$ cat config.mk
export PLATFORM = sky130hd
export DESIGN_NAME = serial_adder_ctrl
export DESIGN_NICKNAME = d
export VERILOG_FILES = /design/src/rtl/serial_adder_ctrl.sv
export SDC_FILE = /design/constraint.sdc
export NUM_CORES = 1
export LEC_CHECK = 0
export ABC_AREA = 1
export BUFFER_PORTS_ARGS = -buffer_cell sky130_fd_sc_hd__buf_4
export CAP_MARGIN = 20
export CORE_UTILIZATION = 50
export CTS_CLUSTER_DIAMETER = 60
export DETAILED_ROUTE_END_ITERATION = 7
export PLACE_DENSITY = 0.73
export REMOVE_ABC_BUFFERS = 1
export SYNTH_ARGS = -nofsm -noshare
export SYNTH_HDL_FRONTEND = slang
export SYNTH_HIERARCHICAL = 1
export SYNTH_SLANG_ARGS = --single-unit
$ cat constraint.sdc
create_clock -name clk -period 1.2 [get_ports clk]
set_input_delay 0.12 -clock clk [delete_from_list [all_inputs] [get_ports clk]]
set_output_delay 0.12 -clock clk [all_outputs]
set_load 0.02 [all_outputs]
$ cat src/rtl/serial_adder_ctrl.sv
// serial_adder_ctrl: bit-serial WIDTH-bit adder time-sharing one full_adder, LSB first
// Ports: clk, rst (async, active-high), start/a/b/cin (request, captured in IDLE),
//        busy (RUN or DONE), done (1-cycle pulse), sum/cout (registered result),
//        ovf (signed overflow, only with SERIAL_ADDER_OVF_EN defined)
module full_adder (
  input  logic a,
  input  logic b,
  input  logic cin,
  output logic sum,
  output logic cout
);
  assign sum  = a ^ b ^ cin;
  assign cout = (a & b) | (cin & (a ^ b));
endmodule

module serial_adder_ctrl #(
  parameter int WIDTH = 8
) (
  input  logic             clk,
  input  logic             rst,
  input  logic             start,
  input  logic [WIDTH-1:0] a,
  input  logic [WIDTH-1:0] b,
  input  logic             cin,
  output logic             busy,
  output logic             done,
  output logic [WIDTH-1:0] sum,
  output logic             cout
`ifdef SERIAL_ADDER_OVF_EN
  ,output logic            ovf
`endif
);
  localparam int CW = WIDTH > 1 ? $clog2(WIDTH) : 1;
  typedef enum logic [1:0] {IDLE, RUN, DONE} state_t;
  state_t state;
  logic [WIDTH-1:0] a_sr, b_sr, sum_sr;
  logic [CW-1:0] cnt;
  logic carry, fa_sum, fa_cout;
  logic [WIDTH:0] sum_cat;
  full_adder u_fa (.a(a_sr[0]), .b(b_sr[0]), .cin(carry), .sum(fa_sum), .cout(fa_cout));
  // concatenation keeps the shift legal when WIDTH is 1
  assign sum_cat = {fa_sum, sum_sr};
  always_ff @(posedge clk or posedge rst) begin
    if (rst) begin
      state  <= IDLE;
      a_sr   <= '0;
      b_sr   <= '0;
      sum_sr <= '0;
      carry  <= 1'b0;
      cnt    <= '0;
      busy   <= 1'b0;
      done   <= 1'b0;
      sum    <= '0;
      cout   <= 1'b0;
`ifdef SERIAL_ADDER_OVF_EN
      ovf    <= 1'b0;
`endif
    end else begin
      case (state)
        IDLE: if (start) begin
          a_sr  <= a;
          b_sr  <= b;
          carry <= cin;
          cnt   <= '0;
          busy  <= 1'b1;
          state <= RUN;
        end
        RUN: begin
          a_sr   <= a_sr >> 1;
          b_sr   <= b_sr >> 1;
          sum_sr <= sum_cat[WIDTH:1];
          carry  <= fa_cout;
          cnt    <= cnt + 1'b1;
          if (cnt == CW'(WIDTH - 1)) begin
            sum   <= sum_cat[WIDTH:1];
            cout  <= fa_cout;
`ifdef SERIAL_ADDER_OVF_EN
            ovf   <= carry ^ fa_cout;
`endif
            done  <= 1'b1;
            state <= DONE;
          end
        end
        default: begin
          done  <= 1'b0;
          busy  <= 1'b0;
          state <= IDLE;
        end
      endcase
    end
  end
endmodule

==> key figures, run 1 <==
Status
  – Outcome: complete, but fails checks
  – Failing checks: negative setup slack

Place
  – Port Buffers: 30
  – Routability cong.: ~0.77
  – DP HPWL: about 2.4 mm
  – Inst Count DP: between 300 and 400

Setup path
  – Startpoint types: flip-flop
  – Crit path DAT: ~1.4 ns
  – CP bufs+invs: 2
  – Top delay family on crit path: flip-flops
  – Required @ worst endpoint: between 1 and 1.5 ns
  – Crit path max fanout: 6
  – Critical Path Max Stage Delay: between 0.3 and 0.4 ns
  – Highest-delay cell along the critical path: dfrtp_1
  – Crit Path Class: flip-flop to flip-flop
  – Worst setup EP type: flip-flop
  – Critical-path cell list: ha_2, ha_4, nand2_4, buf_6, buf_12, nand2_1, o21ai_2

Logic synthesis
  – Synth top area share: 0.511
  – Warnings from Yosys: 6
  – Synth area leader: dfrtp_1
  – Gate Count Post-Synth: 230
  – Post-synthesis cell type count: 20
  – Post-Syn Area: roughly 2000 µm²
  – EDFF count, synth: 0
  – Sequential-to-total area share from yosys stat: 0.511
  – Syn Area/Cell: about 8.5 µm²
  – Primary FF master, synth: dfrtp_1
  – FFs w/ async S/R, synth: 1.00
  – Top cells by area, synth: dfrtp_1 (51%), nand3_1 (13%), nand2_1 (11%)
  – Post-synthesis register bit count: 40

Drt
  – Antenna viol nets, final: 0
  – 1st-pass router iterations: 4
  – DR iter-0 viols: ~170
  – Via count: around 1600
  – Routed WL: 3.77 mm
  – # DRC: 0
  – WL/cell: ~12 µm
  – Avg Vias per Cell: ~5

Floorplanning
  – Die X: between 60 and 70 µm
  – Initial Util: 0.527
  – Die extent in y: about 65 µm
  – Core Region: 3720 µm²
  – Core Rows: 22
  – Die area: roughly 4200 µm²
  – IO Pins: 31

Timing
  – Final Critical Period: 1.25 ns
  – Hold Fails Final Rpt: 0
  – Fmax: around 0.80 GHz
  – Max-slew headroom: 0.859
  – Total negative slack: -0.218 ns
  – Worst Tran Pin Value: ~0.21 ns
  – Final WS setup: -0.0491 ns
  – RSZ-0062 raised after global routing: yes
  – Setup violators final: 6
  – Clk_skew: between 0.006 and 0.007 ns
  – Final period utilization: 1.04
  – Final Max Slew Viols: 0

CTS
  – Clock Latency Late Sink: a little under 0.3 ns
  – H-tree depth: 2
  – CTS tree: built
  – Clock slew at reported path FFs: roughly 0.070 ns
  – CTS Sinks: 40
  – Max clock buf depth: 2
  – Root cell of the clock tree: clkbuf_8
  – Inserted Clock Buffers: 5

Power and ir drop
  – Leak: between 1 and 1.5 nW
  – Pwr dens: 2600 nW/µm²
  – VDD IR max: ~0.0013 V

Finish
  – Area growth, synth to finish: 30.2%
  – Layout cells sized above 1: 0.309
  – Nets@finish: around 300
  – Inserted Diodes: 0
  – Most common cell after layout, fill and taps aside: nand3_1
  – Area occupied by multi-input gates: ~750 µm²
  – Fillers: between 200 and 300
  – Final cell count without fillers: approximately 320
  – Final Core Density: 0.686
  – Area taken by flip-flops and latches: around 1000 µm²
  – Most frequent cells in the layout: nand3_1 (50), nand2_1 (49), buf_4 (41), dfrtp_1 (40), inv_1 (39)

GRT
  – Gr usage total: 0.200
  – Global route total overflow: 0
  – Number of global-route vias before repair: 1384
  – Largest net degree at the start of global routing: 41
  – First-pass GRT wire length: between 6 and 7 mm
  – Initial antenna violation count: 0

Worst hold path
  – Min-Delay Path Class: primary input to flip-flop

Flow run
  – Max_cap viols: 0
repair_timing:
item                                    4_1_cts  5_1_grt
gates cloned                                  1        0
hold buffers                                  1        0
pin swaps                                     2        5
resized for setup                            10       16
endpoints found under the hold margin        40        0
endpoints found under the setup margin       12       29
buffers inserted                              4        2
Yosys cell counts (2+ instances only):
cell type / n
buf_2: 4
buf_4: 3
buf_6: 4
dfrtp_1: 40
ha_1: 2
inv_1: 41
inv_2: 2
nand2_1: 56
nand2_2: 2
nand3_1: 50
o21ai_0: 10
o21ai_2: 8
worst min-delay path, delay by kind of cell:
kind                   cells  cell delay, ns
buffers and inverters      2            0.13
AOI/OAI and AO/OA          1            0.07
area by class of cell:
| cell class | count | area share |
|---|---|---|
| sequential | 40 | 0.393 |
| multi-input combinational | 134 | 0.296 |
| timing repair buffer | 50 | 0.180 |
| inverter | 43 | 0.0643 |
| clock buffer | 5 | 0.0270 |
| tap | 48 | 0.0236 |
| clock inverter | 3 | 0.0167 |
cells by family (layout without fill, tap and decap cells):
group,Yosys count,in the layout,synth area share
simple gates,112,112,0.265
buf+inv,56,101,0.137
flops,40,40,0.511
compound gates,19,19,0.0639
fa+ha+maj,3,3,0.0230
per-stage QoR:
step	setup slack [ns]	total power, W	area (µm²)	hold WS (ns)
6_report	-0.0491	0.00663	2550	0.0867
4_1_cts	-0.0159	0.00652	2510	0.0828
3_5_place_dp	-0.0520	0.00523	2300	0.207
2_1_floorplan	-0.359	0.00412	1850	0.262
3_3_place_gp	-0.00919	0.00516	2300	0.200
5_1_grt	-0.0769	0.00716	2550	0.104
flip-flops by register name, indices dropped and copies added, names as in the netlist:
name    flops
carry       1
cnt         3
state       2
a_sr        8
sum         8
b_sr        8
done        1
sum_sr      7
cout        1
busy        1
final timing paths:
kind	slack, ns	startpoint	end	depth (start not counted)
setup / recovery	-0.05	cnt[0]	sum[2]	7
hold / removal	0.09	b[7]	b_sr[7]	3
setup reg to reg	-0.05	cnt[0]	sum[2]	7
hold reg to reg	0.48	sum_sr[1]	sum[0]	2
max in group asynchronous	0.55	rst	a_sr[6]	4
min in group asynchronous	0.45	rst	sum[5]	4
where the power goes:
| part | total (W) | internal, W | switching [W] | leakage, nW |
|---|---|---|---|---|
| logic | 0.00317 | 0.00145 | 0.00172 | 0.835 |
| clock network | 0.00108 | 0.000615 | 0.000461 | 0.0541 |
| registers | 0.00239 | 0.00198 | 0.000408 | 0.493 |
layer usage:
layer,up-vias,share of wire,GRT usage
li1,803,-,-
met1,733,0.47,0.269
met2,31,0.49,0.313
met3,5,0.029,0.0370
met4,0,0.0090,0.0917
met5,-,0,0
Power figures use the tool's default switching activity.
==> inputs of run 2 (changes only) <==
- REMOVE_ABC_BUFFERS: 1 -> not set
==> run 2 against run 1 <==
Against the previous run: the run still ends with negative setup slack left; core utilization up 0.10 points; clock power up 7%; routed wire length rose by 9.0%; critical endpoint is now sum_sr[7].
==> key figures, run 2 (synthesis gave the netlist of run 1 again) <==
Timing
  – Total negative slack: -0.0385 ns
  – Fmax: between 0.8 and 0.9 GHz
  – Clk_skew: 0.00582 ns
  – Worst Tran Pin Value: 0.232 ns
  – Min Hold Slack: 0.0811 ns
  – Final period utilization: 1.02
  – Final Max Slew Viols: 0
  – RSZ-0062 raised after global routing: yes
  – Setup violators final: 3
  – Final Critical Period: ~1.2 ns
  – Max-slew headroom: 0.845
  – Final WS setup: -0.0265 ns
  – Hold Fails Final Rpt: 0

Floorplanning
  – Initial Util: 0.527
  – Die area: around 4200 µm²
  – Core Rows: 22
  – Die X: ~65 µm
  – IO Pins: 31
  – Core Region: about 3700 µm²
  – Die extent in y: about 65 µm

Place
  – Setup WS pre-CTS: -0.0635 ns
  – Routability cong.: between 0.7 and 0.8
  – Inst Count DP: around 310
  – DP HPWL: roughly 2.5 mm
  – Port Buffers: 30

Finish
  – Most frequent cells in the layout: nand2_1 (55), nand3_1 (48), dfrtp_1 (40), inv_1 (39), buf_4 (38)
  – Area taken by flip-flops and latches: 1000 µm²
  – Area growth, synth to finish: 30.4%
  – Inserted Diodes: 0
  – Area occupied by multi-input gates: between 700 and 800 µm²
  – Fillers: 300
  – Nets@finish: 295
  – Layout cells sized above 1: 0.286
  – Top Registers: a_sr x8, b_sr x8, sum x8
  – Most common cell after layout, fill and taps aside: nand2_1
  – Final cell count without fillers: approximately 320

Setup path
  – Worst setup EP type: flip-flop
  – Crit path DAT: 1.45 ns
  – Critical-path cell list: fa_2, inv_2, o21ai_1
  – CP bufs+invs: 1
  – Critical Path Max Stage Delay: about 0.6 ns
  – Required @ worst endpoint: between 1 and 1.5 ns
  – Reg2Reg Setup Slack: -0.03 ns
  – RR Endpoint: sum_sr[7]
  – Highest-delay cell along the critical path: fa_2
  – Crit path max fanout: 2
  – Worst R2R Start: b_sr[0]
  – Startpoint types: flip-flop
  – Top delay family on crit path: adder cells
  – Reg2Reg Depth: 3
  – Crit Path Class: flip-flop to flip-flop

Worst hold path
  – HP Start: a[7]
  – Min-Delay Path Class: primary input to flip-flop
  – Hold Crit Endpoint: a_sr[7]
  – Hold Path Depth: 3

GRT
  – First-pass GRT wire length: 6.41 mm
  – Number of global-route vias before repair: between 1000 and 1500
  – Gr usage total: 0.205
  – Largest net degree at the start of global routing: between 40 and 50
  – Global route total overflow: 0
  – Initial antenna violation count: 0

Drt
  – DR iter-0 viols: between 150 and 200
  – 1st-pass router iterations: 4
  – Avg Vias per Cell: about 5.0
  – Antenna viol nets, final: 0
  – Routed WL: between 4 and 5 mm
  – # DRC: 0
  – WL/cell: between 10 and 15 µm
  – Via count: roughly 1600

Power and ir drop
  – Total power: between 0.006 and 0.007 W
  – Leak: ~1.4 nW
  – VDD IR max: between 0.001 and 0.0015 V
  – Pwr dens: 2670 nW/µm²

CTS
  – H-tree depth: 2
  – Inserted Clock Buffers: 5
  – Max clock buf depth: 2
  – Clock slew at reported path FFs: 0.08 ns
  – Clock Latency Late Sink: approximately 0.30 ns
  – Root cell of the clock tree: clkbuf_8
  – CTS tree: built
  – CTS Sinks: 40

Status
  – Failing checks: negative setup slack
  – Outcome: complete, but fails checks

Flow run
  – Max_cap viols: 0

Logic synthesis
  – Synthesized Nets: between 200 and 300
## run 2: cell types whose count changed in the layout (fill, tap and decap cells not counted), moves of 2 or more
cell	change
buf_4	-3
clkbuf_16	+2
nand2_1	+6
nand2_2	-3
nand2_4	-4
nand3_1	-2
nand3_2	+2
## run 2: what timing repair did
action	CTS	global route
hold buffers	1	0
resized for setup	7	7
pin swaps	2	3
endpoints found under the setup margin	18	28
setup buffers	0	2
cloned	0	2
hold endpoints to repair	40	0
## run 2: through the flow
stage               cell area (µm²)   util
floorplan                      1970      -
global placement               2300  0.620
detailed placement             2300  0.620
CTS                            2450  0.660
global route                   2550  0.687
finish                         2550  0.687
## run 2: worst register-to-register path: stages, from the launching register on
cell     delay (ns)
dfrtp_1        0.41
fa_2           0.59
inv_2          0.05
o21ai_1        0.11
## run 2: layer usage
layer / track usage / up-vias / wire [µm] / share of wire
met5: 0 / - / 0 / 0
met4: 0.0944 / 0 / 74 / 0.018
met3: 0.0387 / 8 / 152 / 0.037
met2: 0.318 / 35 / 2010 / 0.49
met1: 0.277 / 754 / 1880 / 0.46
li1: - / 800 / - / -
## run 2: where the power goes
part / internal [W] / switching (W)
combinational: 0.00146 / 0.00180
sequential: 0.00198 / 0.000402
clock: 0.000680 / 0.000481
total: 0.00412 / 0.00269
## run 2: area by class of cell
type / count / area share
Sequential cell: 40 / 0.392
Timing Repair Buffer: 48 / 0.183
Clock buffer: 6 / 0.0324
Clock inverter: 2 / 0.0152
Inverter: 43 / 0.0642
Multi-Input combinational cell: 134 / 0.289
Tap cell: 48 / 0.0235
## run 2: how the worst max path moves through the flow
stage                       start         to  cells after the start
after CTS                   carry     sum[7]                      3
after global placement    a_sr[0]      carry                      5
after detailed placement  a_sr[0]      carry                      5
final                     b_sr[0]  sum_sr[7]                      3
after floorplan           a_sr[0]      carry                      5
after global routing      b_sr[0]      carry                      5
